### src/rtl/mlp_pkg.sv
// Shared sizes and types for the mlp_98 frame scheduler.
package mlp_pkg;
  localparam int N1    = 98;
  localparam int N2    = 20;
  localparam int W_X   = 4;
  localparam int W_K   = 4;
  localparam int LANES = N1 / 2;
  localparam int W_Y   = W_X + 2 * W_K + $clog2(LANES) + $clog2(N2);
  localparam int W_IDX = $clog2(LANES);

  typedef enum logic [1:0] {LOAD = 2'd0, RUN = 2'd1, HOLD = 2'd2} sched_state_t;

  typedef struct packed {
    logic [W_X-1:0] mag;
    logic           pol;
  } lane_t;
endpackage

### src/rtl/mlp_frame_loader.sv
// Frame assembly: lane index, per-lane sample registers and frame-length error flag.
module mlp_frame_loader
  import mlp_pkg::*;
(
  input  logic                       clk,
  input  logic                       rstn,
  input  logic                       beat,
  input  logic [W_X-1:0]             s_mag,
  input  logic                       s_pol,
  input  logic                       s_last,
  input  logic                       err_clr,
  output logic                       at_end,
  output logic                       done,
  output logic                       err_len,
  output logic [LANES-1:0][W_X-1:0]  lane_mag,
  output logic [LANES-1:0]           lane_pol
);
  logic [W_IDX-1:0] idx;
  logic             err_set;
  lane_t            frame_q [LANES];

  assign at_end  = (idx == W_IDX'(LANES - 1));
  assign done    = beat & at_end;
  // Length error: last lane without s_last, or s_last before the last lane.
  assign err_set = beat & (at_end ^ s_last);

  always_ff @(posedge clk or negedge rstn) begin
    if (!rstn) begin
      idx     <= '0;
      err_len <= 1'b0;
    end else begin
      if (beat) idx <= (at_end || s_last) ? '0 : idx + 1'b1;
      err_len <= err_set | (err_len & ~err_clr);
    end
  end

  for (genvar l = 0; l < LANES; l++) begin : g_lane
    always_ff @(posedge clk or negedge rstn) begin
      if (!rstn) frame_q[l] <= '0;
      else if (beat && idx == W_IDX'(l)) frame_q[l] <= '{mag: s_mag, pol: s_pol};
    end
    assign lane_mag[l] = frame_q[l].mag;
    assign lane_pol[l] = frame_q[l].pol;
  end
endmodule

### src/rtl/mlp_98_sched.sv
// Frame scheduler for mlp_98: loads a frame, waits LAT cycles, holds the result.
// Optional MLP_SCHED_OVERLAP_EN: load the next frame while the result waits in HOLD.
module mlp_98_sched
  import mlp_pkg::*;
#(
  parameter int LAT = 8
) (
  input  logic                   clk,
  input  logic                   rstn,
  input  logic                   s_valid,
  output logic                   s_ready,
  input  logic [W_X-1:0]         s_mag,
  input  logic                   s_pol,
  input  logic                   s_last,
  output logic [LANES*W_X-1:0]   mlp_in_mag,
  output logic [LANES-1:0]       mlp_in_pol,
  input  logic [W_Y-1:0]         mlp_out,
  output logic                   m_valid,
  input  logic                   m_ready,
  output logic [W_Y-1:0]         m_data,
  output logic                   busy,
  output logic                   err_len,
  input  logic                   err_clr
);
  localparam int W_CNT = (LAT > 1) ? $clog2(LAT) : 1;

  sched_state_t             state, state_d;
  logic [W_CNT-1:0]         cnt;
  logic                     cnt_done, beat, at_end, done;
  logic [LANES-1:0][W_X-1:0] lane_mag;

  assign cnt_done   = (cnt == W_CNT'(LAT - 1));
  assign beat       = s_valid & s_ready;
  assign busy       = (state != LOAD);
  assign mlp_in_mag = lane_mag;

  always_comb begin
    s_ready = 1'b0;
`ifdef MLP_SCHED_OVERLAP_EN
    // Final lane only enters alongside the result handshake, so RUN never overlaps HOLD.
    case (state)
      LOAD:    s_ready = 1'b1;
      HOLD:    s_ready = at_end ? m_ready : 1'b1;
      default: s_ready = 1'b0;
    endcase
`else
    s_ready = (state == LOAD);
`endif
  end

  mlp_frame_loader u_loader (
    .clk      (clk),
    .rstn     (rstn),
    .beat     (beat),
    .s_mag    (s_mag),
    .s_pol    (s_pol),
    .s_last   (s_last),
    .err_clr  (err_clr),
    .at_end   (at_end),
    .done     (done),
    .err_len  (err_len),
    .lane_mag (lane_mag),
    .lane_pol (mlp_in_pol)
  );

  always_ff @(posedge clk or negedge rstn) begin
    if (!rstn) state <= LOAD;
    else       state <= state_d;
  end

  always_comb begin
    state_d = state;
    case (state)
      LOAD: if (done) state_d = RUN;
      RUN:  if (cnt_done) state_d = HOLD;
      HOLD: begin
        if (m_ready) begin
`ifdef MLP_SCHED_OVERLAP_EN
          state_d = done ? RUN : LOAD;
`else
          state_d = LOAD;
`endif
        end
      end
      default: state_d = LOAD;
    endcase
  end

  always_ff @(posedge clk or negedge rstn) begin
    if (!rstn) begin
      cnt     <= '0;
      m_valid <= 1'b0;
      m_data  <= '0;
    end else begin
      cnt <= (state == RUN) ? cnt + 1'b1 : '0;
      if (state == RUN && cnt_done) begin
        m_valid <= 1'b1;
        m_data  <= mlp_out;
      end else if (state == HOLD && m_ready) begin
        m_valid <= 1'b0;
      end
    end
  end
endmodule

### config.mk
export PLATFORM = sky130hd
export DESIGN_NAME = mlp_98_sched
export DESIGN_NICKNAME = d
export VERILOG_FILES = /design/src/rtl/mlp_pkg.sv /design/src/rtl/mlp_frame_loader.sv /design/src/rtl/mlp_98_sched.sv
export SDC_FILE = /design/constraint.sdc
export NUM_CORES = 1
export LEC_CHECK = 0
export BUFFER_PORTS_ARGS = -buffer_cell sky130_fd_sc_hd__buf_2
export CAP_MARGIN = 20
export CORE_MARGIN = 1
export CORE_UTILIZATION = 45
export DETAILED_ROUTE_END_ITERATION = 8
export MAX_ROUTING_LAYER = met4
export PLACE_DENSITY = 0.7
export SLEW_MARGIN = 20
export SYNTH_ARGS = -nofsm -noshare
export SYNTH_HDL_FRONTEND = slang
export SYNTH_HIERARCHICAL = 1
export SYNTH_SLANG_ARGS = --single-unit
### constraint.sdc
create_clock -name clk -period 3 [get_ports clk]
set_clock_uncertainty 0.2 [all_clocks]
set_input_delay 0.15 -clock clk [delete_from_list [all_inputs] [get_ports clk]]
set_output_delay 0.15 -clock clk [all_outputs]
set_load 0.02 [all_outputs]
# ---- Word level (Yosys, flattened, before mapping)
# Index checks and enable logic that the tools add are counted.
dict set report totals {
  register_bits 281
  input_bits 34
  output_inout_bits 272
  elab_cells 232
}
dict set report classes {
  add_sub_neg 2
  eq_ne 54
  mux 8
  bitwise_logic 7
  n_reduce_logical 57
}
# operator n
set op_table {}
lappend op_table {{6-bit == test (second input constant)} 17}
lappend op_table {{6-bit by 5-bit == test with 1-bit output (second input constant)} 16}
lappend op_table {{1-bit logical AND} 51}
lappend op_table {{6-bit by 4-bit == test with 1-bit output (second input constant)} 8}
lappend op_table {{6-bit by 3-bit == test with 1-bit output (second input constant)} 4}
lappend op_table {{6-bit by 2-bit == test with 1-bit output (second input constant)} 2}
lappend op_table {{6-bit by 1-bit adder with 6-bit output (second input constant)} 1}
lappend op_table {{6-bit by 1-bit == test with 1-bit output (second input constant)} 1}
lappend op_table {{6-bit logical NOT} 1}
lappend op_table {{2-bit 2-to-1 mux} 3}
lappend op_table {{6-bit 2-to-1 mux} 1}
lappend op_table {{2-bit one-hot mux with 3 select lines} 1}
lappend op_table {{1-bit bitwise AND} 4}
lappend op_table {{2-bit != test (second input constant)} 2}
lappend op_table {{2-bit nonzero test} 2}
lappend op_table {{3-bit by 1-bit adder with 3-bit output (second input constant)} 1}
lappend op_table {{3-bit == test (second input constant)} 1}
lappend op_table {{3-bit 2-to-1 mux} 1}
lappend op_table {{3-bit AND reduction} 1}
lappend op_table {{2-bit by 1-bit == test with 1-bit output (second input constant)} 1}
lappend op_table {{2-bit == test (second input constant)} 1}
lappend op_table {{2-bit logical NOT} 1}
lappend op_table {{1-bit 2-to-1 mux} 2}
lappend op_table {{2-bit by 1-bit != test with 1-bit output (second input constant)} 1}
lappend op_table {{other kinds (4)} 4}

# ---- Logic depth before layout (Yosys ltp)
dict set report logic_depth {
  depth_word 5
  ltp_mapped 9
  depth_no_buf 8
}

# ---- Cells and area by module
# The synthesis kept the hierarchy.
# mod n_inst cells_per_inst area_each_um2 seq_area_each_um2
set by_module_without_submodules {}
lappend by_module_without_submodules {mlp_frame_loader 1 645 9863.2 6306.0}
lappend by_module_without_submodules {mlp_98_sched 1 72 1221.2 725.7}

# ---- Least setup slack after synthesis
# OpenSTA, ideal clock, no wires.
dict set report synth_timing {
  path_kind {flip-flop to flip-flop}
  from {register state[0]}
  to {register u_loader.frame_q, in the netlist u_loader/lane_mag[0]}
  setup_time_ps 125
  arrival_ps 2321
  path_slack_ps 354
  path_stages_with_launch 9
  n_path_buf 2
  cell_sequence {dfrtp_1 > buf_4 > or2_2 > inv_1 > and2_1 > or3b_4 > or3_1 > buf_2 > mux2_2}
}
dict set report synth_via {
  elab_chain_len 3
}
# element line
set synth_lines {}
lappend synth_lines {{from (decl)} mlp_98_sched.sv:27} ;# sched_state_t state, state_d;
lappend synth_lines {{from (signal assigned)} mlp_98_sched.sv:68} ;# else state <= state_d;
lappend synth_lines {{2-bit logical NOT} mlp_98_sched.sv:47} ;# s_ready = (state == LOAD);
lappend synth_lines {{net s_ready} mlp_98_sched.sv:11} ;# output logic s_ready,
lappend synth_lines {{1-bit bitwise AND} mlp_98_sched.sv:33} ;# assign beat = s_valid & s_ready;
lappend synth_lines {{net beat} mlp_98_sched.sv:29} ;# logic cnt_done, beat, at_end, done;
lappend synth_lines {{1-bit logical AND} mlp_frame_loader.sv:40} ;# else if (beat && idx == W_IDX'(l)) frame_q[l] <= '{mag: s_mag, pol: s_pol};
lappend synth_lines {{to (signal, indexed assignment)} mlp_frame_loader.sv:40}
lappend synth_lines {{to (decl)} mlp_frame_loader.sv:20} ;# lane_t frame_q [LANES];
# The timed path passes the listed nets, and every way through them passes these cells.
# A chain may end at the register's enable or synchronous reset.

# ---- Worst setup path after layout
dict set report layout_timing {
  from {register state[1]}
  to {register u_loader.frame_q, in the netlist u_loader/lane_mag[183]}
}
dict set report layout_via {
  elab_chain_len 3
}
# element line
set layout_lines {}
lappend layout_lines {{2-bit logical NOT} mlp_98_sched.sv:47}
lappend layout_lines {{1-bit bitwise AND} mlp_98_sched.sv:33}
lappend layout_lines {{net beat} mlp_98_sched.sv:29}
lappend layout_lines {{1-bit logical AND} mlp_frame_loader.sv:40}
# The timed path passes the listed nets, and every way through them passes these cells.

==> results.ini <==
[clocking]
clock-sinks = 281
cts_setup_buffers = 0
cts_root_buffer = clkbuf_16
clk_pin_slew_ps = 60
cts_tree = built
cts-htree-levels = 1
clock_path_buffers = 3
clk_latency_ps = 530
numCtsBuffers = 29

[final_layout]
syn_to_final_growth_pct = 29.6
drive_above_1_share_pct = 60.4
final_nets = 1097
final_util_pct = 59.2

[floorplanning]
initial_utilization_pct = 45.7
die_w_um = 159
core-area_mm2 = 0.0242
placementRows = 57
die_area_mm2 = 0.0253
die_h_um = 159
io_pins = 306

[route]
vias = 7069
drtIter0Drc = 290
wl_per_cell_um = 19.8
drc_errors = 0
totalWireLength_um = 27700
viasPerCell = 5.04
final_antenna_net_count = 0
drt-pass1-iter-count = 4

[sta]
rsz0062_at_grt = yes
setup_tns_ps = 0
setup_viol_count_final = 0
finalCritPeriodShare_pct = 97.7
finalMaxSlewViolations = 0
holdWs_ps = -30.3
fmax_mhz = 341
tightestPinTransition_ps = 1100
postLayoutSetupSlackWorst_ps = 69.7
hold_viol = 8
relSlewSlack_pct = 26.8
period_minus_slack_ps = 2930

[worst_setup_path]
cp_max_fo = 17
crit_path_max_incr_delay_ps = 490
cp-start-kind = flop
crit_required_ps = 3210
critPathArrivalTime_ps = 3140
cp-end-kind = flop
crit_family = simple AND/OR/NAND/NOR gates
crit_type = reg -> reg
cp_cell_sequence = or2_2 > inv_1 > and2_1 > buf_4 > nand4b_1 > nor2_1 > mux2_2
slowest_stage = nor2_1
cp_num_buf_inv = 2

[global_route]
grt_util_met2_pct = 35.8
grtUsageMet1_pct = 30.9
grt.busiest_layer = met2
grt_pass1_vias = 7327
overflow = 0
grt_pass1_wl_um = 43700
grt_util_met3_pct = 4.44
antenna_found_initial = 1
grt_usage_pct = 22.8
grt_max_degree = 76

[power_and_ir_drop]
irDropWorstVdd_mv = 0.548
power_switching_w = 0.00253
p_int_w = 0.00722
p_comb_share_pct = 14.8
swShare_pct = 26.0
total_power_w = 0.00975
p_seq_share_pct = 44.0
p_clk_share_pct = 41.2
p_leak_nw = 7.90
powerDensity_mw_per_mm2 = 679

[place]
gp_congestion = 0.743
pre_cts_slack_ps = 129
numPortBuffers = 305
hpwl_um = 18100

[outcome]
run_status = finished, violations left
failed_checks = hold timing

[worst_hold_path]
worstHoldPathType = in -> async

[logic_synthesis]
yosys_warnings = 6
syn_avg_cell_area_um2 = 15.5
syn-instance-count = 716
netlist_area_mm2 = 0.0111
syn_nets = 758

[job]
cap_violations = 0

-- metal layers --
layer / part of all wire, % / vias to the layer above
met1: 45 / 3606
met4: 1.4 / 0
met2: 47 / 229
li1: - / 3203
met3: 6.4 / 31
met5: 0 / -
-- sequential cells by signal, indices dropped and copies added, names as in the netlist --
register and flops:
u_loader/lane_pol 49, u_loader/err_len 1, m_data 23, u_loader/lane_mag 196
u_loader/idx 6, m_valid 1, state 2, cnt 3
-- path summary, 6_finish.rpt --
| path | cells past startpoint | slack [ps] | startpoint | end |
|---|---|---|---|---|
| worst max-delay path | 7 | 70 | state[1] | u_loader/lane_mag[183] |
| worst min-delay path | 2 | -30 | rstn | u_loader/lane_mag[102] |
| worst max register to register | 7 | 70 | state[1] | u_loader/lane_mag[183] |
| worst min register to register | 1 | 240 | cnt[0] | cnt[0] |
| max in group asynchronous | 3 | 1720 | rstn | u_loader/lane_mag[71] |
| min in group clk | 2 | 30 | s_pol | u_loader/lane_pol[11] |
-- through the flow --
step           cells  area [µm²]
2_1_floorplan    716       11100
3_3_place_gp    1320       13000
3_5_place_dp    1320       13000
4_1_cts         1401       14300
5_1_grt         1402       14400
6_report        1402       14400
-- cells in the final DEF, fill, tap and decap left out, drive strengths merged, types with 8 or more instances in the layout --
| cell type | count |
|---|---|
| nand2b | 8 |
| buf | 321 |
| ha | 8 |
| mux2 | 268 |
| dfrtp | 281 |
| bufinv | 8 |
| nor2 | 29 |
| nand2 | 18 |
| dlygate4sd3 | 28 |
| clkbuf | 38 |
| nand3 | 11 |
-- power groups by stage --
| stage | combinational (W) | clock, W | sequential [W] |
|---|---|---|---|
| after detailed placement | 0.00143 | 0 | 0.00435 |
| final | 0.00145 | 0.00402 | 0.00428 |
| after global routing | 0.00153 | 0.00426 | 0.00433 |
| after floorplan | 0.000422 | 0 | 0.00473 |
| after CTS | 0.00146 | 0.00410 | 0.00428 |
| after global placement | 0.00141 | 0 | 0.00434 |
-- timing repair --
action,in CTS,in global routing
hold buffers,28,0
gates resized for setup,0,3
endpoints found under the setup margin,0,41
hold endpoints to repair,273,0
-- cell type report --
cell class / instances / area (µm²)
Sequential cell: 281 / 7030
Clock buffer: 38 / 800
Tap cell: 324 / 405
Timing Repair Buffer: 349 / 1960
Antenna cell: 1 / 2.50
Fill cell: 1910 / 9890
Multi-Input combinational cell: 387 / 3850
Inverter: 7 / 26.3
Clock inverter: 15 / 280
No activity file was read; power rests on OpenSTA's default activity.
